### src/rtl/zubpm_top.sv
// rtl/zubpm_top.sv - AXI4-Lite control registers for ZU BPM: ID, ADC IDELAY tap/load, LEDs
// Optional ADC delay registers built only when ZUBPM_ADC_DLY_EN is defined.
module zubpm_top #(
    parameter int          ADDR_W   = 12,
    parameter int          DLY_W    = 9,
    parameter logic [31:0] ID_VALUE = 32'hDEADBEEF
) (
    input  logic              aclk,
    input  logic              areset,
    input  logic [ADDR_W-1:0] s_axi_awaddr,
    input  logic              s_axi_awvalid,
    output logic              s_axi_awready,
    input  logic [31:0]       s_axi_wdata,
    input  logic [3:0]        s_axi_wstrb,
    input  logic              s_axi_wvalid,
    output logic              s_axi_wready,
    output logic [1:0]        s_axi_bresp,
    output logic              s_axi_bvalid,
    input  logic              s_axi_bready,
    input  logic [ADDR_W-1:0] s_axi_araddr,
    input  logic              s_axi_arvalid,
    output logic              s_axi_arready,
    output logic [31:0]       s_axi_rdata,
    output logic [1:0]        s_axi_rresp,
    output logic              s_axi_rvalid,
    input  logic              s_axi_rready,
    output logic [DLY_W-1:0]  adc_dly_val,
    output logic              adc_dly_ld,
    output logic [7:0]        leds
);

    localparam int AW = ADDR_W - 2;
    localparam logic [AW-1:0] W_ID   = AW'(32'h000 >> 2);
    localparam logic [AW-1:0] W_LEDS = AW'(32'h140 >> 2);
`ifdef ZUBPM_ADC_DLY_EN
    localparam logic [AW-1:0] W_DLY  = AW'(32'h020 >> 2);
    localparam logic [AW-1:0] W_STRB = AW'(32'h024 >> 2);
`endif

    logic          wr_rdy;
    logic          bvalid_q;
    logic          ar_rdy;
    logic          rvalid_q;
    logic [31:0]   rdata_q;
    logic [31:0]   rd_mux;
    logic [7:0]    led_reg;
    logic          wr_hs;
    logic          rd_hs;
    logic [AW-1:0] wr_word;
    logic [AW-1:0] rd_word;

    assign wr_word = s_axi_awaddr[ADDR_W-1:2];
    assign rd_word = s_axi_araddr[ADDR_W-1:2];
    assign wr_hs   = wr_rdy & s_axi_awvalid & s_axi_wvalid;
    assign rd_hs   = ar_rdy & s_axi_arvalid;

    assign s_axi_awready = wr_rdy;
    assign s_axi_wready  = wr_rdy;
    assign s_axi_bvalid  = bvalid_q;
    assign s_axi_bresp   = 2'b00;
    assign s_axi_arready = ar_rdy;
    assign s_axi_rvalid  = rvalid_q;
    assign s_axi_rdata   = rdata_q;
    assign s_axi_rresp   = 2'b00;
    assign leds          = led_reg;

    // A response being consumed this cycle counts as not pending, which
    // lets a master holding valid/ready complete one access every 2 cycles.
    always_ff @(posedge aclk) begin
        if (areset) begin
            wr_rdy   <= 1'b0;
            bvalid_q <= 1'b0;
        end else begin
            wr_rdy <= s_axi_awvalid & s_axi_wvalid & ~wr_rdy &
                      (~bvalid_q | s_axi_bready);
            if (wr_hs)
                bvalid_q <= 1'b1;
            else if (s_axi_bready)
                bvalid_q <= 1'b0;
        end
    end

    always_ff @(posedge aclk) begin
        if (areset) begin
            ar_rdy   <= 1'b0;
            rvalid_q <= 1'b0;
            rdata_q  <= '0;
        end else begin
            ar_rdy <= s_axi_arvalid & ~ar_rdy & (~rvalid_q | s_axi_rready);
            if (rd_hs) begin
                rvalid_q <= 1'b1;
                rdata_q  <= rd_mux;
            end else if (s_axi_rready) begin
                rvalid_q <= 1'b0;
            end
        end
    end

    always_ff @(posedge aclk) begin
        if (areset)
            led_reg <= '0;
        else if (wr_hs && wr_word == W_LEDS && s_axi_wstrb[0])
            led_reg <= s_axi_wdata[7:0];
    end

`ifdef ZUBPM_ADC_DLY_EN
    logic [DLY_W-1:0] dly_reg;
    logic [31:0]      dly_merged;
    logic             strb_bit;
    logic             strb_q;
    logic             ld_q;

    function automatic logic [31:0] byte_merge(input logic [31:0] old_val,
                                               input logic [31:0] new_val,
                                               input logic [3:0]  be);
        logic [31:0] res;
        for (int i = 0; i < 4; i++)
            res[8*i +: 8] = be[i] ? new_val[8*i +: 8] : old_val[8*i +: 8];
        return res;
    endfunction

    assign dly_merged  = byte_merge(32'(dly_reg), s_axi_wdata, s_axi_wstrb);
    assign adc_dly_val = dly_reg;
    assign adc_dly_ld  = ld_q;

    // Load pulse is a registered rising-edge detect of the strobe bit, so it
    // lands two cycles after the handshake and is never wider than one cycle.
    always_ff @(posedge aclk) begin
        if (areset) begin
            dly_reg  <= '0;
            strb_bit <= 1'b0;
            strb_q   <= 1'b0;
            ld_q     <= 1'b0;
        end else begin
            if (wr_hs && wr_word == W_DLY)
                dly_reg <= dly_merged[DLY_W-1:0];
            if (wr_hs && wr_word == W_STRB && s_axi_wstrb[0])
                strb_bit <= s_axi_wdata[0];
            strb_q <= strb_bit;
            ld_q   <= strb_bit & ~strb_q;
        end
    end

    always_comb begin
        rd_mux = '0;
        case (rd_word)
            W_ID:    rd_mux = ID_VALUE;
            W_LEDS:  rd_mux = {24'b0, led_reg};
            W_DLY:   rd_mux = 32'(dly_reg);
            W_STRB:  rd_mux = {31'b0, strb_bit};
            default: rd_mux = '0;
        endcase
    end
`else
    assign adc_dly_val = '0;
    assign adc_dly_ld  = 1'b0;

    always_comb begin
        rd_mux = '0;
        case (rd_word)
            W_ID:    rd_mux = ID_VALUE;
            W_LEDS:  rd_mux = {24'b0, led_reg};
            default: rd_mux = '0;
        endcase
    end
`endif

    logic unused_bits;
    assign unused_bits = ^{s_axi_awaddr[1:0], s_axi_araddr[1:0],
                           s_axi_wdata, s_axi_wstrb};

endmodule

### config.mk
export PLATFORM = sky130hd
export DESIGN_NAME = zubpm_top
export DESIGN_NICKNAME = d
export VERILOG_FILES = /design/src/rtl/zubpm_top.sv
export SDC_FILE = /design/constraint.sdc
export NUM_CORES = 1
export LEC_CHECK = 0
export CAP_MARGIN = 0
export CORE_UTILIZATION = 28
export DETAILED_ROUTE_END_ITERATION = 8
export PLACE_DENSITY_LB_ADDON = 0.25
export SETUP_SLACK_MARGIN = 0.3
export SLEW_MARGIN = 20
export SYNTH_ARGS = -nofsm -noshare
export SYNTH_HDL_FRONTEND = slang
export SYNTH_SLANG_ARGS = --single-unit
### constraint.sdc
create_clock -name aclk -period 2.37 [get_ports aclk]
set_clock_uncertainty 0.05 [all_clocks]
set_input_delay 0.474 -clock aclk [delete_from_list [all_inputs] [get_ports aclk]]
set_output_delay 0.474 -clock aclk [all_outputs]
set_load 0.01 [all_outputs]
; ---- Word level (Yosys, flattened, before mapping)
; Cells that the tools add are included.
[classes]
eq_ne = 2
muxes = 5
bitwise = 14
reduce_logical = 5
[ops]
columns = op, count
row1 = $pmux 32 s2, 1
row2 = $eq 10x7->1 const B, 2
row3 = $logic_not 10->1, 1
row4 = $and 1x1->1, 8
row5 = $mux 1, 4
row6 = $not 1->1, 4
row7 = $reduce_bool 2->1, 2
row8 = $logic_and 1x1->1, 2
row9 = $or 1x1->1, 2
[word_totals]
reg_bits = 44
inputBits = 67
output_inout_bits = 59
wordCells = 32

; ---- Depth between registers and ports, before layout
[logic_depth]
depth_word = 4
depth_mapped = 4
mapped_depth_nobuf = 3

; ---- Least setup slack after synthesis
; Ideal clock, no wire load.
[synth_path]
path_type = input to register
start = input port s_axi_awaddr[2]
end = register led_reg[0] (netlist: leds[0])
setup_time_ns = 0.072
arrival_time_ns = 1.814
required_ns = 2.248
setup_slack_ns = 0.435
stages = 3
path_buffers = 0
path_cell_list = or4b_4 -> nor4_4 -> mux2i_1
[synth_via]
elab_chain_cells = 3
[synth_lines]
columns = item, line_no
row1 = from (decl), 10  ; input logic [ADDR_W-1:0] s_axi_awaddr,
row2 = $eq 10x7->1, 102  ; else if (wr_hs && wr_word == W_LEDS && s_axi_wstrb[0])
row3 = $logic_and 1x1->1 (2 in a row), 102
row4 = to (signal assigned), 103  ; led_reg <= s_axi_wdata[7:0];
row5 = to (decl), 46  ; logic [7:0] led_reg;
; Every way passes these cells.
; A chain may end at the register's enable or synchronous reset.

; ---- Worst setup path in the final report
[layout_path]
start = input port s_axi_awaddr[3]
end = register led_reg[7] (netlist: leds[7])
; Same word-level chain as after synthesis.

==> summary.md <==
| Metric | Value |
|---|---|
| Setup TNS | `0 ps` |
| Initial core utilization | `0.292` |
| Post-synthesis sequential area ratio | `0.359` |
| Total Routing Usage GR | `0.109` |
| FP Rows | `23` |
| Final Hold Viols | `0` |
| Largest stage delay on the critical path | `about 550 ps` |
| R2r worst-path depth | `3` |
| Pin count of the biggest net entering global routing | `22` |
| RSZ-0062 raised after global routing | `no` |
| Share of cells above drive strength 1 | `0.0573` |
| Die Ht | `roughly 67 um` |
| Post-DR wirelength/cell | `a little over 10 um` |
| Antenna Nets Post-Route | `0` |
| Power Dens Cells | `approximately 380 mW/mm^2` |
| CORE AREA | `between 0.004 and 0.005 mm^2` |
| Max stage delay cell, worst path | `or4b_4` |
| Num CTS Buffers | `3` |
| Synth warn | `0` |
| Post-layout util | `0.456` |
| Placed insts | `238` |
| # fillers | `around 370` |
| Leakage power | `around 0.66 nW` |
| Critical Path Fanout Max | `8` |
| Fmax achieved | `around 500 MHz` |
| Hold Path Class | `flop to flop` |
| CTS max path bufs | `2` |
| Via count | `998` |
| Cell area after placement | `0.00178 mm^2` |
| CP Data Required Time | `about 2500 ps` |
| Final wirelength | `between 2 and 2.5 mm` |
| Ant. Diodes | `0` |
| Layout area overhead | `55.8%` |
| Sw power | `0.153 mW` |
| Nets | `260` |
| Final instance area | `around 0.0018 mm^2` |
| Fin crit share | `0.840` |
| Initial antenna violation count | `0` |
| Commonest non-fill, non-tap cell in the layout | `clkdlybuf4s50_1` |
| HPWL Detailed | `2.12 mm` |
| Clock network power share | `0.323` |
| Die width | `around 67 um` |
| Most frequent cells in the layout | `clkdlybuf4s50_1, conb_1, dfxtp_1, nand2b_1` |
| Cell area after synthesis | `~0.0012 mm^2` |
| Total grt overflow | `0` |
| Comb power frac | `0.165` |
| Peak VDD IR | `a little under 0.2 mV` |
| Final setup violation count | `0` |
| Vias in the first global route | `approximately 880` |
| Vias per Instance | `4.12` |
| Non-Filler Instances | `approximately 240` |
| Sw frac | `0.220` |
| Top-level I/O count | `around 130` |
| Setup crit end kind | `flop` |
| Startpoint Class | `input pin` |
| Setup Fix Bufs, Post-CTS | `0` |
| Outcome | `finished, final reports clean` |
| Post-Syn Instances | `133` |
| Seq cells post-synth | `21` |
| Worst Hold Path Cells | `2` |
| DRC viols | `0` |
| MaxCap Viol Count | `0` |
| Final slew viol count | `0` |
| Pre-antenna DRT Iters | `3` |
| Die area | `about 0.0044 mm^2` |
| CTS tree | `built` |
| Pint | `0.545 mW` |
| First-pass GRT wire length | `~3.7 mm` |
| Drt initial violations | `11` |
| Clock transition at the registers of the reported paths | `~70 ps` |
| Clock Tree Root | `clkbuf_8` |
| Htree depth | `1` |
| Synth cell types | `21` |
| Port bufs | `73` |
| Reg power frac | `0.511` |
| Routability cong. | `roughly 0.7` |
| Critical Path AT | `2120 ps` |
| Worst path cell trace | `clkdlybuf4s50_1 > or4b_4 > nor4_4 > buf_12 > mux2i_1` |
| CTS sink count | `21` |
| Minimum clock period | `~2000 ps` |
| Syn Area/Cell | `8.80 um^2` |
| Clk_lat worst skew | `~250 ps` |
| Setup CP Type | `input pin to flop` |
[worst paths after layout]
path / from / to / slack (ps)
setup reg to reg: s_axi_arready$_SDFF_PP0_ / s_axi_rdata[30]$_SDFFE_PP0P_ / 920
setup / recovery: s_axi_awaddr[3] / leds[7]$_SDFFE_PP0P_ / 380
hold / removal: s_axi_rdata[3]$_SDFFE_PP0P_ / s_axi_rdata[3]$_SDFFE_PP0P_ / 400
hold reg to reg: s_axi_rdata[3]$_SDFFE_PP0P_ / s_axi_rdata[3]$_SDFFE_PP0P_ / 400
[per-stage QoR]
step,power [mW],hold slack (ps),worst slack [ps]
after global placement,0.479,389,163
after CTS,0.704,403,301
after global routing,0.734,429,303
after detailed placement,0.481,393,115
final,0.699,396,379
after floorplan,0.435,420,435
[flip-flops by register name, indices dropped and copies added (netlist names)]
signal and cells:
s_axi_rdata 9, s_axi_bvalid 1, leds 8, s_axi_rvalid 1, s_axi_awready 1, s_axi_arready 1
[routing by layer]
| layer | vias to the layer above | track usage | wire length, um |
|---|---|---|---|
| met5 | - | 0 | 0 |
| met3 | 0 | 0.0445 | 286 |
| met1 | 431 | 0.114 | 910 |
| met4 | 0 | 0.0239 | 0 |
| met2 | 67 | 0.201 | 1250 |
| li1 | 500 | - | - |
[timing repair]
item / CTS / global route
resized for setup: 0 / 1
hold buffers: 0 / 0
hold endpoints to repair: 0 / 0
endpoints found under the setup margin: 0 / 19
[power by group through the flow]
| stage | clock network [mW] | registers, mW | logic (mW) |
|---|---|---|---|
| 3_3_place_gp | 0 | 0.366 | 0.113 |
| 4_1_cts | 0.230 | 0.357 | 0.116 |
| 5_1_grt | 0.250 | 0.358 | 0.126 |
| 6_report | 0.226 | 0.357 | 0.115 |
| 3_5_place_dp | 0 | 0.366 | 0.115 |
| 2_1_floorplan | 0 | 0.367 | 0.0682 |
[kinds of logic (layout without fill, tap and decap cells)]
kind of cell           count (synthesis)  in the layout  synth area share
AND/OR/NAND/NOR                       43             43             0.232
flip-flops                            21             21             0.359
multiplexers                           8              8            0.0685
other                                  1             21           0.00321
AO/OA/AOI/OAI                         19             19            0.0834
buffers and inverters                 41             80             0.253
[worst max-delay path, delay by kind of cell]
| kind | cells | cell delay, ps |
|---|---|---|
| muxes | 1 | 210 |
| and+or+nand+nor | 2 | 860 |
| buffers and inverters | 2 | 570 |
[cell type report]
| cell class | count | area (um^2) | share of cell area |
|---|---|---|---|
| Multi-Input combinational cell | 91 | 528 | 0.290 |
| Timing Repair Buffer | 76 | 766 | 0.420 |
| Tap cell | 50 | 62.6 | 0.0343 |
| Clock buffer | 4 | 45.0 | 0.0247 |
| Sequential cell | 21 | 422 | 0.231 |
[synthesized netlist by cell type]
| cell | count | area, um^2 |
|---|---|---|
| clkbuf_1 | 3 | 11.3 |
| nor3_1 | 2 | 10.0 |
| and2_1 | 1 | 6.26 |
| nand2b_1 | 17 | 106 |
| nor4_4 | 1 | 21.3 |
| nand3_1 | 3 | 15.0 |
| a21oi_1 | 10 | 50.1 |
| nor2_1 | 2 | 7.51 |
| or4b_4 | 2 | 27.5 |
| nor4b_1 | 1 | 8.76 |
| or3b_2 | 1 | 8.76 |
| nor4_1 | 1 | 6.26 |
| o31ai_1 | 1 | 7.51 |
| o21ai_1 | 8 | 40.0 |
| nor2b_1 | 1 | 6.26 |
| nor4bb_1 | 1 | 10.0 |
| nand2_1 | 10 | 37.5 |
| conb_1 | 1 | 3.75 |
| mux2i_1 | 8 | 80.1 |
| dfxtp_1 | 21 | 420 |
| buf_4 | 38 | 285 |
(Power assumes the default switching activity.)
